<file path="config.mk">
export PLATFORM = sky130hd
export DESIGN_NAME = hdd_usrcfg_resp_flat
export DESIGN_NICKNAME = d
export VERILOG_FILES = /design/src/rtl/hdd_usrcfg_resp_if.sv /design/src/rtl/hdd_usrcfg_resp.sv /design/src/flat_wrapper.sv
export SDC_FILE = /design/constraint.sdc
export NUM_CORES = 1
export LEC_CHECK = 0
export CORE_ASPECT_RATIO = 2
export CORE_UTILIZATION = 30
export CTS_CLUSTER_DIAMETER = 40
export CTS_CLUSTER_SIZE = 30
export DETAILED_ROUTE_END_ITERATION = 10
export DONT_BUFFER_PORTS = 1
export SETUP_SLACK_MARGIN = 0.4
export SYNTH_ARGS = -nofsm -noshare
export SYNTH_HDL_FRONTEND = slang
export SYNTH_SLANG_ARGS = --single-unit
export TNS_END_PERCENT = 10
</file>
<file path="constraint.sdc">
create_clock -name p_in_clk -period 4.1 [get_ports p_in_clk]
set_input_delay 1.025 -clock p_in_clk [delete_from_list [all_inputs] [get_ports p_in_clk]]
set_output_delay 1.025 -clock p_in_clk [all_outputs]
set_load 0.05 [all_outputs]
</file>
<file path="src/rtl/hdd_usrcfg_resp_if.sv">
// Signal bundle between the camera user port / HDD register file and the
// user-config responder. The responder uses the slave modport.
interface hdd_usrcfg_resp_if;
  logic        p_in_usr_tx_wr;
  logic [15:0] p_in_usr_txd;
  logic        p_in_usr_rx_rd;
  logic [15:0] p_out_usr_rxd;
  logic [7:0]  p_out_usr_status;
  logic [7:0]  p_out_reg_adr;
  logic [15:0] p_out_reg_d;
  logic        p_out_reg_wr;
  logic        p_out_reg_rd;
  logic [15:0] p_in_reg_d;
  logic        p_in_reg_rdy;

  modport slave (
    input  p_in_usr_tx_wr, p_in_usr_txd, p_in_usr_rx_rd, p_in_reg_d, p_in_reg_rdy,
    output p_out_usr_rxd, p_out_usr_status, p_out_reg_adr, p_out_reg_d,
           p_out_reg_wr, p_out_reg_rd
  );

  modport master (
    output p_in_usr_tx_wr, p_in_usr_txd, p_in_usr_rx_rd, p_in_reg_d, p_in_reg_rdy,
    input  p_out_usr_rxd, p_out_usr_status, p_out_reg_adr, p_out_reg_d,
           p_out_reg_wr, p_out_reg_rd
  );
endinterface

</file>
<file path="src/rtl/hdd_usrcfg_resp.sv">
// User control port responder: parses header/data words into register
// writes or register reads, read results are queued in a FWFT receive FIFO.
//
// state   | meaning
// S_IDLE  | waiting for a header word
// S_WDATA | forwarding data words as register writes
// S_RREQ  | issuing the next register read once the FIFO has room
// S_RWAIT | waiting for read data or the timeout
module hdd_usrcfg_resp #(
  parameter int G_RXFIFO_DEPTH = 16,
  parameter int G_TMO          = 1023
) (
  input logic              p_in_clk,
  input logic              p_in_rst,
  hdd_usrcfg_resp_if.slave bus
);
  localparam int AW = $clog2(G_RXFIFO_DEPTH);
  localparam int CW = AW + 1;
  localparam int TW = $clog2(G_TMO + 1);

  typedef enum logic [1:0] {S_IDLE, S_WDATA, S_RREQ, S_RWAIT} state_t;

  state_t        r_state;
  logic [7:0]    r_adr_cnt;
  logic [7:0]    r_words_left;
  logic [TW-1:0] r_tmo_cnt;
  logic [7:0]    r_reg_adr;
  logic [15:0]   r_reg_d;
  logic          r_reg_wr;
  logic          r_reg_rd;
  logic          r_proto_err;
  logic          r_tmo_err;
  logic          r_und_err;

  logic [15:0]   r_mem [G_RXFIFO_DEPTH];
  logic [AW-1:0] r_wr_ptr;
  logic [AW-1:0] r_rd_ptr;
  logic [CW-1:0] r_count;
  logic [15:0]   r_rxd;

  logic          w_empty;
  logic          w_full;
  logic          w_tmo_hit;
  logic          w_push;
  logic [15:0]   w_push_d;
  logic          w_pop;
  logic          w_last;
  logic [AW-1:0] w_rd_nxt;

  assign w_empty   = (r_count == '0);
  assign w_full    = (r_count == CW'(G_RXFIFO_DEPTH));
  // Real data arriving in the timeout cycle takes precedence over the timeout.
  assign w_tmo_hit = (r_tmo_cnt == TW'(G_TMO)) && !bus.p_in_reg_rdy;
  assign w_push    = (r_state == S_RWAIT) && (bus.p_in_reg_rdy || w_tmo_hit);
  assign w_push_d  = bus.p_in_reg_rdy ? bus.p_in_reg_d : 16'hDEAD;
  assign w_pop     = bus.p_in_usr_rx_rd && !w_empty;
  assign w_last    = (r_words_left == 8'd1);
  assign w_rd_nxt  = r_rd_ptr + AW'(1);

  always_ff @(posedge p_in_clk) begin
    if (p_in_rst) begin
      r_state      <= S_IDLE;
      r_adr_cnt    <= '0;
      r_words_left <= '0;
      r_tmo_cnt    <= '0;
      r_reg_adr    <= '0;
      r_reg_d      <= '0;
      r_reg_wr     <= 1'b0;
      r_reg_rd     <= 1'b0;
      r_proto_err  <= 1'b0;
      r_tmo_err    <= 1'b0;
    end else begin
      r_reg_wr <= 1'b0;
      r_reg_rd <= 1'b0;
      case (r_state)
        S_IDLE: begin
          if (bus.p_in_usr_tx_wr) begin
            r_adr_cnt    <= bus.p_in_usr_txd[7:0];
            r_words_left <= {1'b0, bus.p_in_usr_txd[14:8]} + 8'd1;
            r_proto_err  <= 1'b0;
            r_tmo_err    <= 1'b0;
            r_state      <= bus.p_in_usr_txd[15] ? S_RREQ : S_WDATA;
          end
        end
        S_WDATA: begin
          if (bus.p_in_usr_tx_wr) begin
            r_reg_wr     <= 1'b1;
            r_reg_adr    <= r_adr_cnt;
            r_reg_d      <= bus.p_in_usr_txd;
            r_adr_cnt    <= r_adr_cnt + 8'd1;
            r_words_left <= r_words_left - 8'd1;
            if (w_last) r_state <= S_IDLE;
          end
        end
        S_RREQ: begin
          if (bus.p_in_usr_tx_wr) r_proto_err <= 1'b1;
          if (!w_full) begin
            r_reg_rd  <= 1'b1;
            r_reg_adr <= r_adr_cnt;
            r_tmo_cnt <= '0;
            r_state   <= S_RWAIT;
          end
        end
        S_RWAIT: begin
          if (bus.p_in_usr_tx_wr) r_proto_err <= 1'b1;
          if (w_push) begin
            if (w_tmo_hit) r_tmo_err <= 1'b1;
            r_adr_cnt    <= r_adr_cnt + 8'd1;
            r_words_left <= r_words_left - 8'd1;
            r_state      <= w_last ? S_IDLE : S_RREQ;
          end else begin
            r_tmo_cnt <= r_tmo_cnt + TW'(1);
          end
        end
        default: r_state <= S_IDLE;
      endcase
    end
  end

  always_ff @(posedge p_in_clk) begin
    if (w_push) r_mem[r_wr_ptr] <= w_push_d;
  end

  // r_rxd tracks the head word so the output holds its last value when empty.
  always_ff @(posedge p_in_clk) begin
    if (p_in_rst) begin
      r_wr_ptr  <= '0;
      r_rd_ptr  <= '0;
      r_count   <= '0;
      r_rxd     <= '0;
      r_und_err <= 1'b0;
    end else begin
      if (w_push) r_wr_ptr <= r_wr_ptr + AW'(1);
      if (w_pop)  r_rd_ptr <= w_rd_nxt;
      if (bus.p_in_usr_rx_rd && w_empty) r_und_err <= 1'b1;
      case ({w_push, w_pop})
        2'b10:   r_count <= r_count + CW'(1);
        2'b01:   r_count <= r_count - CW'(1);
        default: r_count <= r_count;
      endcase
      if (w_empty) begin
        if (w_push) r_rxd <= w_push_d;
      end else if (w_pop) begin
        if (r_count > CW'(1))
          r_rxd <= r_mem[w_rd_nxt];
        else if (w_push)
          r_rxd <= w_push_d;
      end
    end
  end

  assign bus.p_out_usr_rxd    = r_rxd;
  assign bus.p_out_usr_status = {2'b00, r_und_err, r_tmo_err, r_proto_err,
                                 (r_state != S_IDLE), w_full, !w_empty};
  assign bus.p_out_reg_adr    = r_reg_adr;
  assign bus.p_out_reg_d      = r_reg_d;
  assign bus.p_out_reg_wr     = r_reg_wr;
  assign bus.p_out_reg_rd     = r_reg_rd;
endmodule

</file>
<file path="src/flat_wrapper.sv">
// flat-port wrapper written by rule: the top's interface ports become plain ports
module hdd_usrcfg_resp_flat 
#(
  parameter int G_RXFIFO_DEPTH = 16,
  parameter int G_TMO          = 1023
)
  (p_in_clk, p_in_rst, bus_p_in_usr_tx_wr, bus_p_in_usr_txd, bus_p_in_usr_rx_rd, bus_p_in_reg_d, bus_p_in_reg_rdy, bus_p_out_usr_rxd, bus_p_out_usr_status, bus_p_out_reg_adr, bus_p_out_reg_d, bus_p_out_reg_wr, bus_p_out_reg_rd);
  hdd_usrcfg_resp_if bus_i ();
  input logic p_in_clk;
  input logic p_in_rst;
  input wire logic [$bits(bus_i.p_in_usr_tx_wr)-1:0] bus_p_in_usr_tx_wr;
  input wire logic [$bits(bus_i.p_in_usr_txd)-1:0] bus_p_in_usr_txd;
  input wire logic [$bits(bus_i.p_in_usr_rx_rd)-1:0] bus_p_in_usr_rx_rd;
  input wire logic [$bits(bus_i.p_in_reg_d)-1:0] bus_p_in_reg_d;
  input wire logic [$bits(bus_i.p_in_reg_rdy)-1:0] bus_p_in_reg_rdy;
  output wire logic [$bits(bus_i.p_out_usr_rxd)-1:0] bus_p_out_usr_rxd;
  output wire logic [$bits(bus_i.p_out_usr_status)-1:0] bus_p_out_usr_status;
  output wire logic [$bits(bus_i.p_out_reg_adr)-1:0] bus_p_out_reg_adr;
  output wire logic [$bits(bus_i.p_out_reg_d)-1:0] bus_p_out_reg_d;
  output wire logic [$bits(bus_i.p_out_reg_wr)-1:0] bus_p_out_reg_wr;
  output wire logic [$bits(bus_i.p_out_reg_rd)-1:0] bus_p_out_reg_rd;
  assign bus_i.p_in_usr_tx_wr = bus_p_in_usr_tx_wr;
  assign bus_i.p_in_usr_txd = bus_p_in_usr_txd;
  assign bus_i.p_in_usr_rx_rd = bus_p_in_usr_rx_rd;
  assign bus_i.p_in_reg_d = bus_p_in_reg_d;
  assign bus_i.p_in_reg_rdy = bus_p_in_reg_rdy;
  assign bus_p_out_usr_rxd = bus_i.p_out_usr_rxd;
  assign bus_p_out_usr_status = bus_i.p_out_usr_status;
  assign bus_p_out_reg_adr = bus_i.p_out_reg_adr;
  assign bus_p_out_reg_d = bus_i.p_out_reg_d;
  assign bus_p_out_reg_wr = bus_i.p_out_reg_wr;
  assign bus_p_out_reg_rd = bus_i.p_out_reg_rd;
  hdd_usrcfg_resp #(.G_RXFIFO_DEPTH(G_RXFIFO_DEPTH), .G_TMO(G_TMO)) u_core (.p_in_clk(p_in_clk), .p_in_rst(p_in_rst), .bus(bus_i));
endmodule
</file>
==> out/results.env, run 1 <==
POST_CTS.RESIZED_INSTANCES=0
POST_DRT_VIA_CELL_RATIO=4.95
CLKSLEWWORSTSETUPHOLDPATHS_NS=0.09
TIMING.FINAL.CRIT_PERIOD_NS=3.07
ROUTED_WIRE_LENGTH_PER_INSTANCE_UM=20.3
FINAL_CORE_UTIL_PCT=34.0
CTS_NUM_SINKS=342
DRTPASS1ITERATIONS=5
TYPE_OF_DESTINATION_OF_THE_CRITICAL_PATH='output port'
SYNTHDISTINCTLIBCELLS=64
YS.WARNINGS.COUNT=0
TIMING.CRITICAL_PATH.FANOUT_MAX=6
NUMBER_OF_ENABLE_FLIP_FLOP_CELLS_AFTER_SYNTHESIS=256
GRT_SETUP_UNREPAIRED='false'
CLOCK_NETWORK_FRACTION_OF_TOTAL_POWER_PCT=31.8
AREA_DELTA_SYNTH_FINAL_PCT=11.7
CTS_MADE_BUFFERS=24
GRT_PASS1_WL_UM=49900
COMB_POWER_SHARE_PCT=19.9
DIEHEIGHT_UM=309
YOSYSSEQAREASHARE_PCT=66.5
ANTENNA_NETS_POST_ROUTE=0
LAYOUT.NETS=1033
POWER.DENSITY_CELL_AREA_mW_PER_MM2=554
CLK-INSERTION-DELAY-LATE_NS=0.56
TIMING.RR.START='u_core.r_tmo_cnt[0]$_SDFFE_PP0P_'
FP.COREAREA_MM2=0.0465
TIMING_MAX_TRANSITION_VIOLATIONS_FINAL=0
HTREE_DEPTH=1
NUMBER_OF_BUFFERS_INSERTED_FOR_HOLD_REPAIR_AFTER_CLOCK_TREE_SYNTHESIS=0
CELLINTERNALPOWER_W=0.00601
ANTENNADIODECOUNT=0
MOSTFREQUENTLAYOUTCELL='edfxtp_1'
TIMING.FMAX_GHz=0.326
IO_BUFFERS=0
TRITONCTS='built'
GRT_ANTENNA_BEFORE_REPAIR=3
P_LEAK_nW=4.89
START_UTIL_PCT=30.4
OUTCOME='complete, no violations'
TIMING.FINAL.CRIT_SHARE_PCT=74.8
FINAL-HOLD-VIOLATION-COUNT=0
P_SW_W=0.00274
GRT_REMAINING_OVERFLOW=0
SYN_AVG_CELL_AREA_UM2=14.3
TIMING.HOLD.WORST.START='u_core.r_adr_cnt[7]$_SDFFE_PP0P_'
TIMING_WORST_SETUP_PATH_TYPE='flip-flop to output port'
POST_SYNTH_INSTANCE_AREA_MM2=0.0141
CRITICAL_PATH_REQUIRED_NS=3.07
MAX-VDD-IR-DROP_mV=0.385
SYN-INSTANCE-COUNT=987
SLEW_LIMIT_HEADROOM_PCT=26.7
TIMING.RR.END='u_core.r_mem[4][11]$_DFFE_PP_'
DP.FINAL_HPWL_UM=22400
PIN_COUNT=87
GRT_MAX_DEGREE=79
SETUP.REG_TO_REG.WORST_SLACK_NS=1.29
SETUP_VIOL_COUNT_FINAL=0
CTS_ROOT_BUFFER='clkbuf_16'
CRITICAL_PATH_ARRIVAL_NS=2.04
STD_CELL_ROWS=112
STARTPOINT_TYPE_OF_THE_WORST_SETUP_PATH='flip-flop'
TIGHTEST_SLEW_NS=1.10
HIGHEST_COUNT_CELLS_IN_THE_LAYOUT_IGNORING_FILL_AND_TAPS='edfxtp_1, nand2_1, dfxtp_1'
POWER.SEQUENTIAL.FRACTION_PCT=48.3
CTS_SETUP_BUFFERS=0
ROUTED-VIA-COUNT=8050
SW_FRAC_OF_TOTAL_PCT=31.3
ROUTE.FINAL.WIRE_LENGTH_UM=33000
FLOORPLAN.DIE.WIDTH_UM=156
HOLD_PATH_CLASS='flip-flop to flip-flop'
LAYOUT_CELL_SHARE_WITH_DRIVE_STRENGTH_BEYOND_1_PCT=17.0
GLOBALPLACE.CONGESTION=0.827
DESIGN.DIE.AREA_MM2=0.0481
CAP_VIOLATIONS=0
VIA_COUNT_OF_THE_FIRST_GLOBAL_ROUTING_PASS=8402
CTS_MAX_PATH_BUFFERS=3
WORST_R2R_PATH_DEPTH=6
HOLD-PATH-CELL-COUNT=2
CLOCK-SKEW-FINAL_NS=0.0168
POSTSYNTHREGISTERBITS=342
SETUP_TOTAL_NEGATIVE_SLACK_NS=0
MIN_TO='u_core.bus.p_out_reg_adr[7]$_SDFFE_PP0P_'
FIRST_ITER_VIOLATIONS=472
YOSYS_MOST_USED_DFF='edfxtp_1'
ASYNCSETRESETFLOPFRACSYNTH_PCT=0
GRT_USE_TOTAL_PCT=13.8
ROUTE.DETAILED.DRC=0
==> worst max-delay path, cell delays in order, from the launching register on <==
cell,delay (ns)
dfxtp_1,0.38
inv_1,0.10
ha_1,0.20
nor4b_4,0.44
inv_1,0.36
==> worst max path at each step <==
stage	startpoint	endpoint	slack [ns]
floorplan	bus_p_in_reg_rdy	u_core.r_mem[0][0]$_DFFE_PP_	1.03
global placement	bus_p_in_reg_rdy	u_core.r_mem[11][12]$_DFFE_PP_	1.25
detailed placement	bus_p_in_reg_rdy	u_core.r_mem[4][5]$_DFFE_PP_	1.17
CTS	u_core.r_count[1]$_SDFFE_PP0P_	bus_p_out_usr_status[0]	0.95
global route	u_core.r_count[0]$_SDFFE_PP0P_	bus_p_out_usr_status[0]	0.88
finish	u_core.r_count[0]$_SDFFE_PP0P_	bus_p_out_usr_status[0]	1.03
==> cells in the mapped netlist (all sizes together) (4+ instances only) <==
master	instances	area [µm²]
xor2	11	96.3
o2111a	11	124
a21oi	55	275
nand2b	27	169
mux4	64	1440
inv	14	52.6
dfxtp	86	1720
o32ai	4	35.0
xnor2	15	131
edfxtp	256	7690
nand3	39	195
nor3	14	75.1
nand4	4	40.0
clkbuf	25	95.1
a22oi	7	52.6
nor2	55	214
buf	33	225
a31oi	18	113
nor2b	4	25.0
o21ai	14	81.3
ha	15	188
a211oi	7	52.6
nand2	155	582
nor4	5	31.3
and2	6	37.5
==> kinds of logic (layout without fill, tap and decap cells) <==
| group | Yosys count | after routing | share of synthesized area (%) |
|---|---|---|---|
| AO/OA/AOI/OAI | 133 | 133 | 6.46 |
| XOR/XNOR | 26 | 26 | 1.61 |
| adder cells (fa/ha/maj) | 15 | 15 | 1.33 |
| buffers and inverters | 74 | 85 | 2.74 |
| flip-flops | 342 | 342 | 66.5 |
| multiplexers | 67 | 67 | 10.4 |
| other | 1 | 2 | 0.0265 |
| AND/OR/NAND/NOR | 329 | 329 | 10.9 |
==> layer usage <==
| metal | track usage [%] | up-vias | share of wire, % |
|---|---|---|---|
| met2 | 27.7 | 185 | 58 |
| met3 | 2.17 | 55 | 4.3 |
| li1 | - | 3692 | - |
| met4 | 5.72 | 6 | 3.3 |
| met5 | 0 | - | 0.11 |
| met1 | 13.5 | 4112 | 35 |
==> metrics by stage <==
step	hold slack, ns	total power [W]	instances	cell area (µm²)	worst slack, ns
2_1_floorplan	0.438	0.00570	988	14100	1.03
3_3_place_gp	0.461	0.00606	1582	14900	1.25
3_5_place_dp	0.472	0.00609	1582	14900	1.17
4_1_cts	0.486	0.00885	1626	15800	0.955
5_1_grt	0.510	0.00909	1626	15800	0.879
6_report	0.489	0.00875	1626	15800	1.03
==> state kept, by name (all words and copies together), names as in the netlist, 5 cells and up <==
name                      cells
u_core.r_adr_cnt              8
u_core.bus.p_out_reg_adr      8
u_core.r_tmo_cnt             10
u_core.bus.p_out_reg_d       16
u_core.bus.p_out_usr_rxd     16
u_core.r_count                5
u_core.r_mem                256
u_core.r_words_left           8
==> layout make-up <==
class	count	area (µm²)
Timing Repair Buffer	26	208
Clock buffer	26	629
Sequential cell	342	9410
Multi-Input combinational cell	572	4420
Inverter	15	56.3
Fill cell	4499	30700
Tap cell	627	785
Clock inverter	18	297
==> power groups by stage <==
stage	Sequential, W	Combinational [W]	Clock [W]
global route	0.00425	0.00190	0.00294
floorplan	0.00423	0.00148	0
CTS	0.00423	0.00178	0.00284
detailed placement	0.00431	0.00177	0
global placement	0.00431	0.00175	0
finish	0.00423	0.00174	0.00278
No activity file was read; power rests on OpenSTA's default activity.
==> inputs of run 2 (changes only) <==
==> constraint.sdc (replaced) <==
create_clock -name p_in_clk -period 2.6 [get_ports p_in_clk]
set_input_delay 0.65 -clock p_in_clk [delete_from_list [all_inputs] [get_ports p_in_clk]]
set_output_delay 0.65 -clock p_in_clk [all_outputs]
set_load 0.05 [all_outputs]
==> run 2 against run 1 <==
Effect of this change: non-clock buffer count rose by 27; register-to-register slack worse by 0.85 ns; hold slack worse by 0.33 ns; sequential cell count unchanged; critical path depth is the same; core utilization is 0.56 points higher; highest routed layer is now met4; sequential share of layout area fell by 0.84 points.
==> out/results.env, run 2 (synthesized netlist as in run 1, its figures left out) <==
NUMBER_OF_BUFFERS_INSERTED_FOR_HOLD_REPAIR_AFTER_CLOCK_TREE_SYNTHESIS=0
FINISH.CELL_COUNT_WITHOUT_FILLERS=1651
START_UTIL_PCT=30.4
MOSTFREQUENTLAYOUTCELL='edfxtp_1'
HTREE_DEPTH=1
CAP_VIOLATIONS=0
REGMOSTFLOPS='u_core.r_mem'
PIN_COUNT=87
ROUTED-VIA-COUNT=8087
FIRST_ITER_VIOLATIONS=639
CTS_MAX_PATH_BUFFERS=3
HOLD_PATH_CLASS='primary input to flip-flop'
SETUP_TOTAL_NEGATIVE_SLACK_NS=0
GRT_SETUP_UNREPAIRED='true'
CELLINTERNALPOWER_W=0.00931
FIN_HOLD_WS_NS=0.162
TIMING.FMAX_GHz=0.422
LAYOUT.NETS=1059
SETUP_VIOL_COUNT_FINAL=0
FINAL_CORE_UTIL_PCT=34.5
CLOCK_NETWORK_FRACTION_OF_TOTAL_POWER_PCT=29.3
CRITICAL_PATH_REQUIRED_NS=1.95
STD_CELL_ROWS=112
DRTPASS1ITERATIONS=5
GRT_MAX_DEGREE=79
GRT_ANTENNA_BEFORE_REPAIR=1
AREA_DELTA_SYNTH_FINAL_PCT=13.6
SLEW_LIMIT_HEADROOM_PCT=49.2
POWER.SEQUENTIAL.FRACTION_PCT=48.9
TYPE_OF_DESTINATION_OF_THE_CRITICAL_PATH='output port'
POWER.DENSITY_CELL_AREA_mW_PER_MM2=850
CLK-INSERTION-DELAY-LATE_NS=0.56
LAYOUT_CELL_SHARE_WITH_DRIVE_STRENGTH_BEYOND_1_PCT=21.1
HIGHEST_COUNT_CELLS_IN_THE_LAYOUT_IGNORING_FILL_AND_TAPS='edfxtp_1, nand2_1, dfxtp_1'
ROUTE.DETAILED.DRC=0
POST_DRT_VIA_CELL_RATIO=4.90
GLOBALPLACE.CONGESTION=0.830
CRITICAL_PATH_ARRIVAL_NS=1.72
LARGEST_REGISTER_FF_COUNT=256
TIMING_WORST_SETUP_PATH_TYPE='flip-flop to output port'
GROUTE.LAYER.MET3.USAGE_PCT=1.39
DIEHEIGHT_UM=309
OUTCOME='complete, no violations'
FP.COREAREA_MM2=0.0465
GROUTE.LAYER.MET2.USAGE_PCT=28.8
TRITONCTS='built'
IO_BUFFERS=0
CTS_ROOT_BUFFER='clkbuf_16'
ROUTED_WIRE_LENGTH_PER_INSTANCE_UM=19.9
CLKSLEWWORSTSETUPHOLDPATHS_NS=0.09
DP.FINAL_HPWL_UM=22600
ANTENNA_NETS_POST_ROUTE=0
PLACE.DETAILED.INSTANCES=1603
FLOORPLAN.DIE.WIDTH_UM=156
CLOCK-SKEW-FINAL_NS=0.0222
CTS_MADE_BUFFERS=23
MAX-VDD-IR-DROP_mV=0.440
SW_FRAC_OF_TOTAL_PCT=31.8
DESIGN.DIE.AREA_MM2=0.0481
P_LEAK_nW=5.00
TIGHTEST_SLEW_NS=0.751
GRT_USE_TOTAL_PCT=13.8
GLOBALROUTE.BUSIESTLAYER='met2'
TIMING.CRITICAL_PATH.FANOUT_MAX=3
GRT.MET1_USAGE_PCT=13.4
GRT_REMAINING_OVERFLOW=0
VIA_COUNT_OF_THE_FIRST_GLOBAL_ROUTING_PASS=8423
P_SW_W=0.00435
TIMING_MAX_TRANSITION_VIOLATIONS_FINAL=0
COMB_POWER_SHARE_PCT=21.9
TIMING.FINAL.CRIT_PERIOD_NS=2.37
GRT_PASS1_WL_UM=49500
STARTPOINT_TYPE_OF_THE_WORST_SETUP_PATH='flip-flop'
ROUTE.FINAL.WIRE_LENGTH_UM=32800
TIMING.FINAL.CRIT_SHARE_PCT=91.1
FINAL-HOLD-VIOLATION-COUNT=0
CTS_NUM_SINKS=342
==> run 2: layout make-up <==
| cell class | count | area (µm²) |
|---|---|---|
| Fill cell | 4526 | 30500 |
| Sequential cell | 342 | 9430 |
| Multi-Input combinational cell | 572 | 4500 |
| Tap cell | 627 | 785 |
| Clock buffer | 24 | 579 |
| Timing Repair Buffer | 53 | 443 |
| Clock inverter | 17 | 260 |
| Inverter | 15 | 67.6 |
| Antenna cell | 1 | 2.50 |
==> run 2: worst paths after layout <==
path / start / endpoint / slack, ns / cells past startpoint
worst max-delay path: u_core.r_count[1]$_SDFFE_PP0P_ / bus_p_out_usr_status[0] / 0.23 / 4
worst min register to register: u_core.r_adr_cnt[7]$_SDFFE_PP0P_ / u_core.bus.p_out_reg_adr[7]$_SDFFE_PP0P_ / 0.49 / 2
worst max register to register: u_core.r_tmo_cnt[2]$_SDFFE_PP0P_ / u_core.r_mem[0][11]$_DFFE_PP_ / 0.44 / 7
worst min-delay path: p_in_rst / u_core.bus.p_out_reg_d[7]$_SDFFE_PP0P_ / 0.16 / 1
==> run 2: critical path, stage by stage (launching register included) <==
cell	delay, ns
dfxtp_4	0.36
inv_4	0.06
ha_4	0.13
nor4b_4	0.27
clkinvlp_4	0.35
==> run 2: stage by stage <==
stage | area, µm² | total power (W) | setup WS, ns
floorplan | 14300 | 0.00899 | 0.339
global placement | 15100 | 0.00970 | 0.354
detailed placement | 15100 | 0.00972 | 0.310
CTS | 16000 | 0.0138 | 0.214
global route | 16100 | 0.0142 | 0.161
finish | 16100 | 0.0137 | 0.231
==> run 2: metal layers <==
layer | vias to the layer above | routed length [µm]
met2 | 193 | 19500
met5 | - | 0
met4 | 0 | 849
li1 | 3735 | -
met1 | 4122 | 11400
met3 | 37 | 1130
==> run 2: power by group through the flow <==
stage | combinational (W) | clock (W) | sequential, W
5_1_grt | 0.00325 | 0.00427 | 0.00670
4_1_cts | 0.00304 | 0.00410 | 0.00668
6_report | 0.00299 | 0.00400 | 0.00667
3_3_place_gp | 0.00290 | 0 | 0.00680
3_5_place_dp | 0.00291 | 0 | 0.00680
2_1_floorplan | 0.00233 | 0 | 0.00666
==> run 2: repair_timing <==
item	in CTS	in global routing
buffers inserted	6	0
setup endpoints to repair	86	204
pin swaps	1	1
gates resized for setup	15	8
